**src/rtl/phase_monitor.sv**
```systemverilog
// -----------------------------------------------------------------------------
// phase_monitor
//
// Receive-side checker for one BLDC half-bridge phase. It samples the
// pwm_high / pwm_low gate-drive pair once per clock and measures every PWM
// cycle: period, high-side on-time and both dead-time gaps. It flags
// shoot-through and dead-time violations and reports static (non-switching)
// phase states after a timeout.
//
// Ports:
//   clock          system clock, rising edge
//   reset_n        asynchronous active-low reset
//   pwm_high       high-side gate signal (same clock domain)
//   pwm_low        low-side gate signal (same clock domain)
//   clear_faults   one-cycle pulse, clears the sticky fault flags
//   period         cycles between consecutive pwm_high rising edges
//   high_time      cycles pwm_high was asserted within that period
//   dead_hl        both-low gap from pwm_high fall to pwm_low rise (all-ones if none)
//   dead_lh        both-low gap from pwm_low fall to pwm_high rise (all-ones if none)
//   meas_valid     one-cycle pulse when the measurement outputs update
//   static_code    00 switching, 01 stuck low-side, 10 stuck high-side, 11 both off
//   shoot_through  sticky: both gates seen high in the same sample
//   dead_violation sticky: a recorded dead gap was shorter than MIN_DEAD
// -----------------------------------------------------------------------------
module phase_monitor #(
  parameter int CNT_WIDTH = 11,
  parameter int MIN_DEAD  = 2,
  parameter int TIMEOUT   = 2047
) (
  input  logic                 clock,
  input  logic                 reset_n,
  input  logic                 pwm_high,
  input  logic                 pwm_low,
  input  logic                 clear_faults,
  output logic [CNT_WIDTH-1:0] period,
  output logic [CNT_WIDTH-1:0] high_time,
  output logic [CNT_WIDTH-1:0] dead_hl,
  output logic [CNT_WIDTH-1:0] dead_lh,
  output logic                 meas_valid,
  output logic [1:0]           static_code,
  output logic                 shoot_through,
  output logic                 dead_violation
);

  localparam logic [CNT_WIDTH-1:0] CNT_MAX     = '1;
  localparam logic [CNT_WIDTH-1:0] CNT_ONE     = CNT_WIDTH'(1);
  localparam logic [CNT_WIDTH-1:0] TIMEOUT_CNT = CNT_WIDTH'(TIMEOUT);

  typedef enum logic [2:0] {
    S_IDLE,
    S_HIGH,
    S_DEAD_HL,
    S_LOW,
    S_DEAD_LH
  } state_t;

  state_t state_reg;

  // Registered input samples; sh_prev_reg is only used for rising-edge detect.
  logic sh_reg;
  logic sl_reg;
  logic sh_prev_reg;

  logic [CNT_WIDTH-1:0] period_cnt_reg;
  logic [CNT_WIDTH-1:0] high_cnt_reg;
  logic [CNT_WIDTH-1:0] gap_cnt_reg;
  logic [CNT_WIDTH-1:0] idle_cnt_reg;
  logic [CNT_WIDTH-1:0] dead_hl_rec_reg;
  logic [CNT_WIDTH-1:0] dead_lh_rec_reg;
  logic                 timed_out_reg;

  // ---------------------------------------------------------------------------
  // Decode of the registered samples
  // ---------------------------------------------------------------------------
  logic       sh_rise;
  logic       both_on;
  logic       timeout_hit;
  logic [1:0] idle_code;
  logic       hl_record;
  logic       lh_record;
  logic       boundary;
  logic       gap_record;
  logic       gap_short;
  logic [CNT_WIDTH-1:0] pub_dead_lh;

  assign sh_rise = sh_reg & ~sh_prev_reg;
  assign both_on = sh_reg & sl_reg;

  // A rising edge restarts the idle count, and a shoot-through sample is
  // handled on its own, so neither can coincide with a timeout publish.
  assign timeout_hit = (idle_cnt_reg == TIMEOUT_CNT) & ~sh_rise & ~both_on;

  // sl only -> 01, sh only -> 10, neither -> 11.
  assign idle_code = {~sl_reg, ~sh_reg};

  // Gap recording and period boundaries per state. Both signals were low in the
  // previous sample while in a DEAD_* state, so a level of 1 there is an edge.
  // When a gate hands over directly (fall and opposite rise in one sample) the
  // gap counter already reads zero, because the previous sample had a gate on,
  // so every record can simply take gap_cnt_reg.
  always_comb begin
    hl_record = 1'b0;
    lh_record = 1'b0;
    boundary  = 1'b0;
    if (!both_on && !timeout_hit) begin
      case (state_reg)
        S_HIGH: begin
          hl_record = ~sh_reg & sl_reg;
        end
        S_DEAD_HL: begin
          boundary  = sh_reg;
          hl_record = ~sh_reg & sl_reg;
        end
        S_LOW: begin
          boundary  = sh_reg & ~sl_reg;
          lh_record = sh_reg & ~sl_reg;
        end
        S_DEAD_LH: begin
          boundary  = sh_reg;
          lh_record = sh_reg;
        end
        default: begin
          hl_record = 1'b0;
        end
      endcase
    end
  end

  assign gap_record  = hl_record | lh_record;
  assign pub_dead_lh = lh_record ? gap_cnt_reg : dead_lh_rec_reg;

  // MIN_DEAD of zero turns the dead-time check off entirely.
  generate
    if (MIN_DEAD > 0) begin : g_dead_chk
      assign gap_short = (gap_cnt_reg < CNT_WIDTH'(MIN_DEAD));
    end else begin : g_no_dead_chk
      assign gap_short = 1'b0;
    end
  endgenerate

  // ---------------------------------------------------------------------------
  // Sampling, counters, FSM and registered outputs
  // ---------------------------------------------------------------------------
  always_ff @(posedge clock or negedge reset_n) begin
    if (!reset_n) begin
      state_reg       <= S_IDLE;
      sh_reg          <= 1'b0;
      sl_reg          <= 1'b0;
      sh_prev_reg     <= 1'b0;
      period_cnt_reg  <= '0;
      high_cnt_reg    <= '0;
      gap_cnt_reg     <= '0;
      idle_cnt_reg    <= '0;
      dead_hl_rec_reg <= '0;
      dead_lh_rec_reg <= '0;
      timed_out_reg   <= 1'b0;
      period          <= '0;
      high_time       <= '0;
      dead_hl         <= '0;
      dead_lh         <= '0;
      meas_valid      <= 1'b0;
      static_code     <= 2'b11;
      shoot_through   <= 1'b0;
      dead_violation  <= 1'b0;
    end else begin
      sh_reg      <= pwm_high;
      sl_reg      <= pwm_low;
      sh_prev_reg <= sh_reg;
      meas_valid  <= 1'b0;

      // Consecutive both-low samples, saturating.
      if (sh_reg || sl_reg) begin
        gap_cnt_reg <= '0;
      end else if (gap_cnt_reg != CNT_MAX) begin
        gap_cnt_reg <= gap_cnt_reg + CNT_ONE;
      end

      // The rising-edge sample itself counts as the first cycle of the new
      // period and of its high phase.
      if (sh_rise) begin
        period_cnt_reg <= CNT_ONE;
        high_cnt_reg   <= CNT_ONE;
        idle_cnt_reg   <= CNT_ONE;
        timed_out_reg  <= 1'b0;
      end else begin
        if (period_cnt_reg != CNT_MAX) begin
          period_cnt_reg <= period_cnt_reg + CNT_ONE;
        end
        if (sh_reg && (high_cnt_reg != CNT_MAX)) begin
          high_cnt_reg <= high_cnt_reg + CNT_ONE;
        end
        if (idle_cnt_reg != TIMEOUT_CNT) begin
          idle_cnt_reg <= idle_cnt_reg + CNT_ONE;
        end
      end

      // Sticky faults: a fresh violation beats a simultaneous clear.
      shoot_through  <= both_on | (shoot_through & ~clear_faults);
      dead_violation <= (gap_record & gap_short) | (dead_violation & ~clear_faults);

      if (both_on) begin
        // Measurement is untrustworthy; wait for two clean rises again.
        state_reg <= S_IDLE;
      end else if (timeout_hit) begin
        state_reg     <= S_IDLE;
        timed_out_reg <= 1'b1;
        // Repeat timeouts only report when the static level changes.
        if (!timed_out_reg || (idle_code != static_code)) begin
          period      <= '0;
          high_time   <= '0;
          dead_hl     <= CNT_MAX;
          dead_lh     <= CNT_MAX;
          meas_valid  <= 1'b1;
          static_code <= idle_code;
        end
      end else begin
        case (state_reg)
          S_IDLE: begin
            if (sh_rise) begin
              state_reg       <= S_HIGH;
              dead_hl_rec_reg <= CNT_MAX;
              dead_lh_rec_reg <= CNT_MAX;
            end
          end
          S_HIGH: begin
            if (!sh_reg) begin
              state_reg <= sl_reg ? S_LOW : S_DEAD_HL;
            end
          end
          S_DEAD_HL: begin
            if (sh_reg) begin
              state_reg <= S_HIGH;
            end else if (sl_reg) begin
              state_reg <= S_LOW;
            end
          end
          S_LOW: begin
            if (!sl_reg) begin
              state_reg <= sh_reg ? S_HIGH : S_DEAD_LH;
            end
          end
          S_DEAD_LH: begin
            if (sh_reg) begin
              state_reg <= S_HIGH;
            end else if (sl_reg) begin
              state_reg <= S_LOW;
            end
          end
          default: begin
            state_reg <= S_IDLE;
          end
        endcase

        if (hl_record) begin
          dead_hl_rec_reg <= gap_cnt_reg;
        end

        if (boundary) begin
          period          <= period_cnt_reg;
          high_time       <= high_cnt_reg;
          dead_hl         <= dead_hl_rec_reg;
          dead_lh         <= pub_dead_lh;
          meas_valid      <= 1'b1;
          static_code     <= 2'b00;
          dead_hl_rec_reg <= CNT_MAX;
          dead_lh_rec_reg <= CNT_MAX;
        end
      end
    end
  end

endmodule

```
**config.mk**
```make
export PLATFORM = sky130hd
export DESIGN_NAME = phase_monitor
export DESIGN_NICKNAME = d
export VERILOG_FILES = /design/src/rtl/phase_monitor.sv
export SDC_FILE = /design/constraint.sdc
export NUM_CORES = 1
export LEC_CHECK = 0
export BUFFER_PORTS_ARGS = -buffer_cell sky130_fd_sc_hd__buf_2
export CORE_ASPECT_RATIO = 2
export CORE_MARGIN = 3
export CORE_UTILIZATION = 45
export CTS_BUF_LIST = sky130_fd_sc_hd__clkbuf_16
export CTS_CLUSTER_SIZE = 40
export DETAILED_ROUTE_END_ITERATION = 10
export HOLD_SLACK_MARGIN = 0.12
export MAX_ROUTING_LAYER = met4
export SLEW_MARGIN = 20
export SYNTH_ARGS = -nofsm -noshare
export SYNTH_HDL_FRONTEND = slang
export SYNTH_SLANG_ARGS = --single-unit
```
**constraint.sdc**
```tcl
create_clock -name clock -period 4.7 [get_ports clock]
set_input_delay 0.235 -clock clock [delete_from_list [all_inputs] [get_ports clock]]
set_output_delay 0.235 -clock clock [all_outputs]
set_load 0.05 [all_outputs]
```
==> results of run 1 <==
cell usage in the layout, fill, tap and decap left out, types with 4 or more instances in the layout:
cell	count
nor2_1	55
xor2_1	26
buf_2	52
dfrtp_1	110
and3_1	10
nand2b_1	4
xnor2_1	6
nand3_1	16
ha_1	4
or3_1	5
a211oi_1	12
inv_1	18
clkbuf_16	9
a21oi_1	25
dlygate4sd3_1	4
o21ai_0	37
o22a_1	11
nand4_1	13
and2_1	7
nand2_1	79
layout make-up:
| cell class | count | area [um^2] | area share (%) |
|---|---|---|---|
| Clock buffer | 9 | 225 | 3.87 |
| Clock inverter | 7 | 104 | 1.79 |
| Inverter | 18 | 67.6 | 1.16 |
| Multi-Input combinational cell | 362 | 2090 | 36.0 |
| Sequential cell | 112 | 2810 | 48.2 |
| Tap cell | 140 | 175 | 3.01 |
| Timing Repair Buffer | 60 | 347 | 5.96 |
cell families after synthesis:
| group | synth area share, % |
|---|---|
| fa+ha+maj | 0.978 |
| compound gates | 14.7 |
| mux | 0.587 |
| flops | 54.8 |
| simple gates | 19.1 |
| xor+xnor | 5.48 |
| buf+inv | 4.30 |
routing by layer:
layer  wire length [um]  track usage, %
met1               4550            23.0
met4                371            9.59
met3                377            3.51
met2               6030            34.1
met5                  0               -
worst max-delay path, delay by kind of cell, from the launching register on:
family | cells | cell delay [ns]
buf+inv | 1 | 0.30
simple gates | 1 | 0.27
compound gates | 4 | 1.57
flops | 1 | 0.52
report_power, final:
part / switching [W] / internal, W
logic: 0.000683 / 0.000261
registers: 0.000166 / 0.00117
clock network: 0.000358 / 0.000473
stage by stage:
| step | hold WS [ns] | instance area (um^2) |
|---|---|---|
| final | 0.454 | 5820 |
| after global routing | 0.495 | 5820 |
| after CTS | 0.483 | 5810 |
| after detailed placement | 0.344 | 5440 |
| after global placement | 0.353 | 5440 |
| after floorplan | -0.0606 | 5120 |
final timing paths:
| check | start | to | slack (ns) | depth (start not counted) |
|---|---|---|---|---|
| setup / recovery | sl_reg | dead_lh[2] | 1.86 | 6 |
| hold / removal | reset_n | gap_cnt_reg[5] | 0.45 | 2 |
| min in group clock | dead_hl[6] | dead_hl[6] | 0.48 | 2 |
| setup reg to reg | sl_reg | dead_lh[2] | 1.86 | 6 |
| hold reg to reg | dead_hl[6] | dead_hl[6] | 0.48 | 2 |
| max in group asynchronous | reset_n | static_code[1] | 3.27 | 3 |
timing repair:
item,4_1_cts,5_1_grt
hold buffers,4,0
endpoints found under the hold margin,81,0
setup buffers,0,0
==> results by group, run 1 <==
Place
  – DP HPWL: about 8 mm
  – Post-Place Setup Slack: 1.84 ns
  – PortBufs: 53
  – Global placer's final weighted congestion: 0.852
  – Dpl cells: 688

Timing
  – Final Cycle Share: 60.3%
  – Worst slew pin tran: 1.11 ns
  – Clk_skew: roughly 0.0057 ns
  – Hold Vio Cnt, Final: 0
  – Slew HR: 26.3%
  – Peak Freq: 353 MHz
  – Final setup viols: 0
  – Final setup margin: 1.86 ns
  – Tmin final: 2.84 ns
  – Unrepaired setup endpoints after global routing: no
  – Setup TNS: 0 ns
  – Max Slew Vio Count: 0

Detailed routing
  – DRC: 0
  – Detailed Routing Iterations Pass 1: 4
  – Drt initial violations: 217
  – DR WL/cell: 16.0 um
  – Via density: around 5.4
  – Final WL: between 10 and 15 mm
  – Antenna Nets Post-Route: 0
  – Via count: 3,857

Pwr
  – Cell Pwr Density: about 530 nW/um^2
  – Max IR drop VDD: approximately 0.00032 V
  – Total power: approximately 0.0031 W
  – Cell leakage power: approximately 2.7 nW

Die
  – Die X: 81.4 um
  – I/O pin count: 54
  – Core ar.: ~11,000 um^2
  – Initial core utilization: 46.5%
  – Die Area: 12,800 um^2
  – Die H: 157 um
  – FP Rows: 54

Clock network
  – Clk slew on worst S/H paths: 0.07 ns
  – Max Buffers Root-to-Sink: 2
  – Clock tree sinks: 112
  – CTS tree: yes
  – Num CTS Buffers: 9
  – CTS H-tree lvls: 3
  – Clock tree root driver cell: clkbuf_16
  – Clk_lat worst skew: 0.35 ns
  – PostCTS Resize Cnt: 0

Synth
  – Most frequent cells after synthesis: dfrtp_1, nand2_1, nor2_1
  – Seq/Total Area, Yosys: a little over half
  – Synth Net Count: 535
  – Synth async-reset ratio: between 90% and 100%
  – Post-synthesis cell count: approximately 530
  – Cell accounting for the most synthesized area: dfrtp_1
  – Post-synth EDFFs: 0
  – YS warnings: 0
  – Ys flop type: dfrtp_1
  – Area fraction of the dominant cell type after synthesis: 53.8%
  – #FFs+latches synth: 112
  – Netlist cell types: 53
  – Cell Area, Synth: slightly above 5000 um^2
  – Leading cell type by number of instances after synthesis: dfrtp_1
  – Synth area leaders: dfrtp_1, nand2_1, xor2_1
  – Mean Syn Cell Area: 9.73 um^2

Critical path
  – Max stage delay on crit path: 0.88 ns
  – Arrival time at the worst endpoint: 3.06 ns
  – Worst Setup End Kind: register
  – Slowest CP cell: a2111oi_4
  – Kind of critical path: reg -> reg
  – WP data required: just under 5 ns
  – Crit-path max FO: 74
  – Setup crit start kind: register
  – Critical-path cell list: nand2b_2 > a2111oi_4 > a22oi_2 > buf_12 > a211oi_1 > a21oi_1

Cells and area
  – Fraction of layout cells with a size suffix above 1: 14.6%
  – Fillers: 991
  – Non-Filler Instances: approximately 710
  – Antenna fix cells: 0
  – Core Util, Final: ~53%
  – Nets: 572
  – Layout overhead on the synthesized area: 13.6%

Global route
  – Initial antenna violation count: 0
  – Pin count of the biggest net entering global routing: 80
  – Number of global-route vias before repair: 3,985
  – Grt total ovfl: 0
  – Gr usage total: approximately a fifth
  – First-pass GRT wire length: 19.5 mm

Min path
  – Worst min path class: in -> async

Status
  – Status: completed

Run
  – Max Cap Violations: 0
No activity file was read; power rests on OpenSTA's default activity.
==> run 2, diff against run 1 <==
Settings changed: ABC_AREA set to 1, PLACE_DENSITY set to 0.66.
Clock period 4.7 ns to 2.4 ns, I/O delays scaled along.
==> run 2 against run 1 <==
  * Setup slack got worse by 1.6 ns
  * Largest power group unchanged
  * Wire length rose by 15%
  * First-iteration DRC count fell by 6.0%
  * Cell count rose by 25%
  * Synthesized cell count rose by 29%
  * Design area rose by 7.7%
  * Core utilization rose by 0.099 points
  * Critical path depth rose by 3
  * Die area rose by 6.7%
  * Global-route usage barely moved
  * Sequential power rose by 97%
==> results by group, run 2 <==
Cells and area
  – Commonest non-fill, non-tap cell in the layout: nand2_1
  – Antenna fix cells: 0 (unchanged)
  – Most frequent cells in the layout: nand2_1, dfrtp_1, nand3_1
  – Non-Filler Instances: 886 (+25%)
  – Nets: 745 (+30%)
  – Fraction of layout cells with a size suffix above 1: 15.9% (+1.3 points)
  – Layout overhead on the synthesized area: 14.3%

Critical path
  – Worst Setup End Kind: register
  – Arrival time at the worst endpoint: 2.47 ns (-0.59 ns)
  – Setup crit start kind: register
  – Crit-path max FO: 23 (-69%)
  – WP data required: 2.69 ns (-2.23 ns)
  – Worst Setup SP: idle_cnt_reg[0]
  – Reg-to-Reg Start: idle_cnt_reg[0]
  – Kind of critical path: reg -> reg

Timing
  – Final Hold Slack: 0.371 ns (-0.0832 ns)
  – Peak Freq: 458 MHz (+30%)
  – Clk_skew: 0.00643 ns (+0.000752 ns)
  – Final Cycle Share: 91.0% (+31 points)
  – Final setup viols: 0 (unchanged)
  – Unrepaired setup endpoints after global routing: no
  – Worst slew pin tran: 0.735 ns (-0.370 ns)
  – Hold Vio Cnt, Final: 0 (unchanged)
  – Tmin final: 2.18 ns (-0.650 ns)
  – Setup TNS: 0 ns (unchanged)
  – Slew HR: 51.0% (+25 points)
  – Max Slew Vio Count: 0 (unchanged)
  – Final setup margin: 0.215 ns (-1.65 ns)

Synth
  – Seq/Total Area, Yosys: 51.2% (-3.6 points)
  – Post-synthesis cell count: 677 (+29%)
  – Leading cell type by number of instances after synthesis: nand2_1
  – Cell Area, Synth: 5480 um^2 (+7.1%)
  – Netlist cell types: 38 (-28%)
  – Synth async-reset ratio: 100% (unchanged)
  – Post-synth EDFFs: 0 (unchanged)
  – Most frequent cells after synthesis: nand2_1, dfrtp_1, nand3_1
  – Synth Net Count: 686 (+28%)
  – Cell accounting for the most synthesized area: dfrtp_1
  – #FFs+latches synth: 112 (unchanged)
  – Mean Syn Cell Area: 8.10 um^2 (-17%)
  – Synth area leaders: dfrtp_1, nand2_1, nand3_1
  – YS warnings: 0 (unchanged)
  – Ys flop type: dfrtp_1
  – Area fraction of the dominant cell type after synthesis: 50.2% (-3.6 points)

Clock network
  – Clock tree sinks: 112 (unchanged)
  – CTS tree: yes
  – Clock tree root driver cell: clkbuf_16
  – Clk_lat worst skew: 0.35 ns (about the same)
  – CTS H-tree lvls: 3 (unchanged)
  – Max Buffers Root-to-Sink: 2 (unchanged)
  – Num CTS Buffers: 9 (unchanged)
  – Clk slew on worst S/H paths: 0.07 ns (about the same)

Die
  – Die H: 162 um (+3.4%)
  – Die X: 84.0 um (+3.2%)
  – Die Area: 13,600 um^2 (+6.7%)
  – Core ar.: 11,800 um^2 (+7.5%)
  – FP Rows: 56 (+3.7%)
  – I/O pin count: 54 (unchanged)
  – Initial core utilization: 46.3% (-0.18 points)

Detailed routing
  – DR WL/cell: 14.7 um (-8.0%)
  – M1 WL: 4.98 mm (+9.4%)
  – Met3 wire length: 417 um (+11%)
  – Detailed Routing Iterations Pass 1: 4 (unchanged)
  – DR top layer: met4
  – Met2 WL: 7.09 mm (+18%)
  – Via density: 5.29 (-3.0%)
  – Antenna Nets Post-Route: 0 (unchanged)
  – Via count: 4,684 (+21%)
  – Drt initial violations: 204 (-6.0%)
  – Final WL: 13.0 mm (+15%)
  – DRC: 0 (unchanged)

Place
  – PortBufs: 53 (unchanged)
  – Post-Place Setup Slack: 0.106 ns (-1.74 ns)
  – DP HPWL: 9.68 mm (+21%)
  – Global placer's final weighted congestion: 0.908 (+6.6%)
  – Dpl cells: 863 (+25%)

Status
  – Status: completed

Global route
  – First-pass GRT wire length: 21.8 mm (+12%)
  – Number of global-route vias before repair: 4,647 (+17%)
  – Pin count of the biggest net entering global routing: 57 (-29%)
  – Gr usage total: 20.3% (-0.029 points)
  – Grt total ovfl: 0 (unchanged)
  – Initial antenna violation count: 0 (unchanged)

Min path
  – Worst min path class: in -> async

Pwr
  – Cell Pwr Density: 1030 nW/um^2 (+92%)
  – Total power: 0.00643 W (+110%)
  – Cell leakage power: 3.23 nW (+20%)
  – Max IR drop VDD: 0.000649 V (+100%)

Run
  – Max Cap Violations: 0 (unchanged)
==> run 2: cell families (layout without fill, tap and decap cells) <==
| group | count (synthesis) | after routing | share of synthesized area, % |
|---|---|---|---|
| buffers and inverters | 76 | 140 | 6.32 |
| and+or+nand+nor | 413 | 413 | 33.8 |
| DFF | 112 | 112 | 51.2 |
| adders and majority gates | 4 | 4 | 0.913 |
| xor gates and xnor gates | 8 | 8 | 1.28 |
| AOI/OAI and AO/OA | 64 | 64 | 6.55 |
==> run 2: power breakdown <==
part | total, W | switching [W] | internal (W)
clock | 0.00153 | 0.000705 | 0.000822
sequential | 0.00262 | 0.000307 | 0.00232
combinational | 0.00228 | 0.00167 | 0.000610
==> run 2: per-layer routing <==
metal | track usage, % | vias to the layer above
li1 | - | 2319
met1 | 20.9 | 2204
met2 | 36.8 | 120
met3 | 2.64 | 41
met4 | 10.9 | 0
met5 | - | -
==> run 2: area by class of cell <==
type / instances / area [um^2]
clock buffers: 9 / 225
multi-input cells: 489 / 2340
repair buffers: 73 / 440
clock inverters: 7 / 77.6
fillers: 1149 / 5580
inverters: 51 / 194
flip-flops and latches: 112 / 2810
well taps: 145 / 181
==> run 2: repair_timing <==
action / CTS / global route
resized for setup: 0 / 2
setup endpoints to repair: 0 / 56
hold buffers: 4 / 0
endpoints found under the hold margin: 57 / 0
buffers inserted: 0 / 3
==> run 2: final timing paths <==
check                            endpoint  slack, ns  depth (start not counted)
max reg2reg                    dead_lh[7]       0.22                          9
min reg2reg                     period[5]       0.47                          2
max in group asynchronous  static_code[1]       1.32                          3
min in group clock                 sl_reg       0.41                          2
min                             period[4]       0.37                          2
max                            dead_lh[7]       0.22                          9
==> run 2: stage by stage <==
step / util, % / cell area, um^2
6_report: 52.9 / 6260
3_5_place_dp: 49.7 / 5890
3_3_place_gp: 49.7 / 5890
2_1_floorplan: - / 5480
4_1_cts: 52.6 / 6230
5_1_grt: 52.9 / 6260
==> run 2: worst max-delay path, stage by stage (launching register included) <==
cell and delay, ns:
dfrtp_1 0.38, ha_1 0.21, inv_1 0.09, nor2_2 0.24
nand3_4 0.19, nor2_1 0.23, o21ai_1 0.13, nor2_4 0.41
nand2_1 0.16, nand2_1 0.09
==> run 3, diff against run 2 <==
Settings changed: ABC_AREA 1 to unset.
==> run 3 against run 2 <==
  * Sequential power decreased by 2%
  * Hold slack got worse by 0.057 ns
  * Critical path depth decreased by 2
  * First-iteration DRC count decreased by 13%
  * Setup slack improved by 0.095 ns
  * Core utilization increased by 0.45 points
  * Critical path type unchanged
  * Design area decreased by 6.2%
  * Clock-buffer cell count unchanged
  * Global-route usage increased by 0.28 points
  * Via count decreased by 15%
==> results by group, run 3 (same netlist as run 1, synthesis figures left out) <==
Critical path
  – Worst path depth: 7 (-2)
  – WP data required: 2.67 ns (-0.02 ns)
  – R2R depth: 7 (-2)
  – CP delay by family, top: buffers and inverters
  – Critical-path cell list: buf_4 > xor2_1 > nand3_1 > a22oi_2 > buf_12 > a211oi_1 > a21oi_1
  – Worst Setup SP: sh_reg
  – Critical path buffers and inverters: 2 (+1)
  – Worst Setup End Kind: register
  – Arrival time at the worst endpoint: 2.36 ns (-0.11 ns)
  – Slowest CP cell: dfrtp_1
  – Kind of critical path: reg -> reg
  – Reg-to-Reg Start: sh_reg
  – Crit-path max FO: 90 (+290%)
  – Setup crit start kind: register
  – Max stage delay on crit path: 0.60 ns (+0.19 ns)

Global route
  – GR Util met2: 36.5% (-0.34 points)
  – GRT busiest layer: met2
  – Number of global-route vias before repair: 4,143 (-11%)
  – Gr usage total: 20.6% (+0.28 points)
  – Initial antenna violation count: 0 (unchanged)
  – Pin count of the biggest net entering global routing: 91 (+60%)
  – M1 GR Usage: 22.3% (+1.5 points)
  – First-pass GRT wire length: 19.8 mm (-9.1%)
  – Met3 usage: 3.51% (+0.87 points)
  – Grt total ovfl: 0 (unchanged)

Place
  – Dpl cell area: 5550 um^2 (-5.8%)
  – DP HPWL: 8.44 mm (-13%)
  – Global placer's final weighted congestion: 0.839 (-7.6%)
  – Dpl cells: 702 (-19%)
  – PortBufs: 53 (unchanged)

Timing
  – Hold Vio Cnt, Final: 0 (unchanged)
  – Unrepaired setup endpoints after global routing: no
  – Final Cycle Share: 87.1% (-4.0 points)
  – Final setup viols: 0 (unchanged)
  – Setup TNS: 0 ns (unchanged)
  – Max Slew Vio Count: 0 (unchanged)
  – Slew HR: 42.8% (-8.2 points)
  – Peak Freq: 478 MHz (+4.5%)
  – Tmin final: 2.09 ns (-0.0949 ns)
  – Worst slew pin tran: 0.858 ns (+0.123 ns)
  – Clk_skew: 0.00759 ns (+0.00115 ns)

Die
  – FP Rows: 54 (-3.6%)
  – Die Area: 12,800 um^2 (-6.3%)
  – Die H: 157 um (-3.3%)
  – Core ar.: 11,000 um^2 (-7.0%)
  – I/O pin count: 54 (unchanged)
  – Initial core utilization: 46.5% (+0.18 points)
  – Die X: 81.4 um (-3.1%)

Cells and area
  – Sequential cell area: 2810 um^2 (unchanged)
  – Fillers: 986 (-14%)
  – Nets: 586 (-21%)
  – Non-Filler Instances: 722 (-19%)
  – Finished Cell Area: 5880 um^2 (-6.2%)
  – Core Util, Final: 53.4% (+0.45 points)
  – Antenna fix cells: 0 (unchanged)
  – Commonest non-fill, non-tap cell in the layout: dfrtp_1
  – Most frequent cells in the layout: dfrtp_1, nand2_1, nor2_1
  – Area of the multi-input gates: 2100 um^2 (-10%)
  – Fraction of layout cells with a size suffix above 1: 16.7% (+0.74 points)
  – Layout overhead on the synthesized area: 14.8%

Detailed routing
  – Drt initial violations: 178 (-13%)
  – Final WL: 11.5 mm (-11%)
  – Antenna Nets Post-Route: 0 (unchanged)
  – Via count: 3,963 (-15%)
  – DR WL/cell: 16.0 um (+8.6%)
  – Via density: 5.49 (+3.8%)
  – Detailed Routing Iterations Pass 1: 4 (unchanged)
  – DRC: 0 (unchanged)

Clock network
  – Post-CTS setup buffer count: 0 (unchanged)
  – CTS tree: yes
  – CTS H-tree lvls: 3 (unchanged)
  – Clk_lat worst skew: 0.35 ns (about the same)
  – Max Buffers Root-to-Sink: 2 (unchanged)
  – Clock tree sinks: 112 (unchanged)
  – Clk slew on worst S/H paths: 0.07 ns (about the same)
  – Num CTS Buffers: 9 (unchanged)
  – Clock tree root driver cell: clkbuf_16

Min path
  – Worst min path class: in -> async

Status
  – Status: completed

Run
  – Max Cap Violations: 0 (unchanged)

Pwr
  – Max IR drop VDD: 0.000554 V (-15%)
  – Cell leakage power: 2.73 nW (-15%)
  – Cell Pwr Density: 1010 nW/um^2 (-1.4%)
-- run 3: cell count changes in the layout (fill, tap and decap cells not counted), sizes merged, moves of 13 or more --
cell   previous run  this run
nand2           242        79
nand3            79        18
inv              54        22
xor2              7        26
nor2             39        55
or2              15         2
-- run 3: layout make-up --
cell class,instances,share of cell area (%)
tap,140,2.98
timing repair buffer,74,7.62
multi-input combinational,362,35.7
sequential,112,47.7
clock inverter,7,1.00
clock buffer,9,3.83
inverter,18,1.15
-- run 3: metrics by stage --
stage | power (W) | hold WS, ns | setup slack, ns
2_1_floorplan | 0.00403 | -0.176 | 0.572
5_1_grt | 0.00630 | 0.369 | 0.0544
3_3_place_gp | 0.00450 | 0.165 | 0.325
3_5_place_dp | 0.00456 | 0.174 | 0.266
4_1_cts | 0.00602 | 0.335 | 0.251
6_report | 0.00594 | 0.314 | 0.310
-- run 3: where the power goes --
part	total, W	internal, W	leakage, nW	switching, W
Sequential	0.00257	0.00229	1.40	0.000280
Combinational	0.00194	0.000542	1.19	0.00139
Clock	0.00144	0.000724	0.140	0.000714
-- run 3: repair_timing --
action | CTS | global route
hold buffers | 4 | 0
endpoints found under the setup margin | 0 | 9
resized for setup | 0 | 1
hold endpoints to repair | 49 | 0
-- run 3: final timing paths --
check                                 end  slack, ns
setup / recovery               dead_lh[5]       0.31
hold / removal                 dead_hl[2]       0.31
setup reg to reg               dead_lh[5]       0.31
hold reg to reg                dead_hl[9]       0.48
max in group asynchronous  static_code[0]       1.28
min in group clock                 sh_reg       0.42
-- run 3: routing by layer --
layer | up-vias | wire [um]
met1 | 1947 | 4340
li1 | 1910 | -
met4 | 0 | 308
met2 | 85 | 6480
met3 | 21 | 412
met5 | - | 0
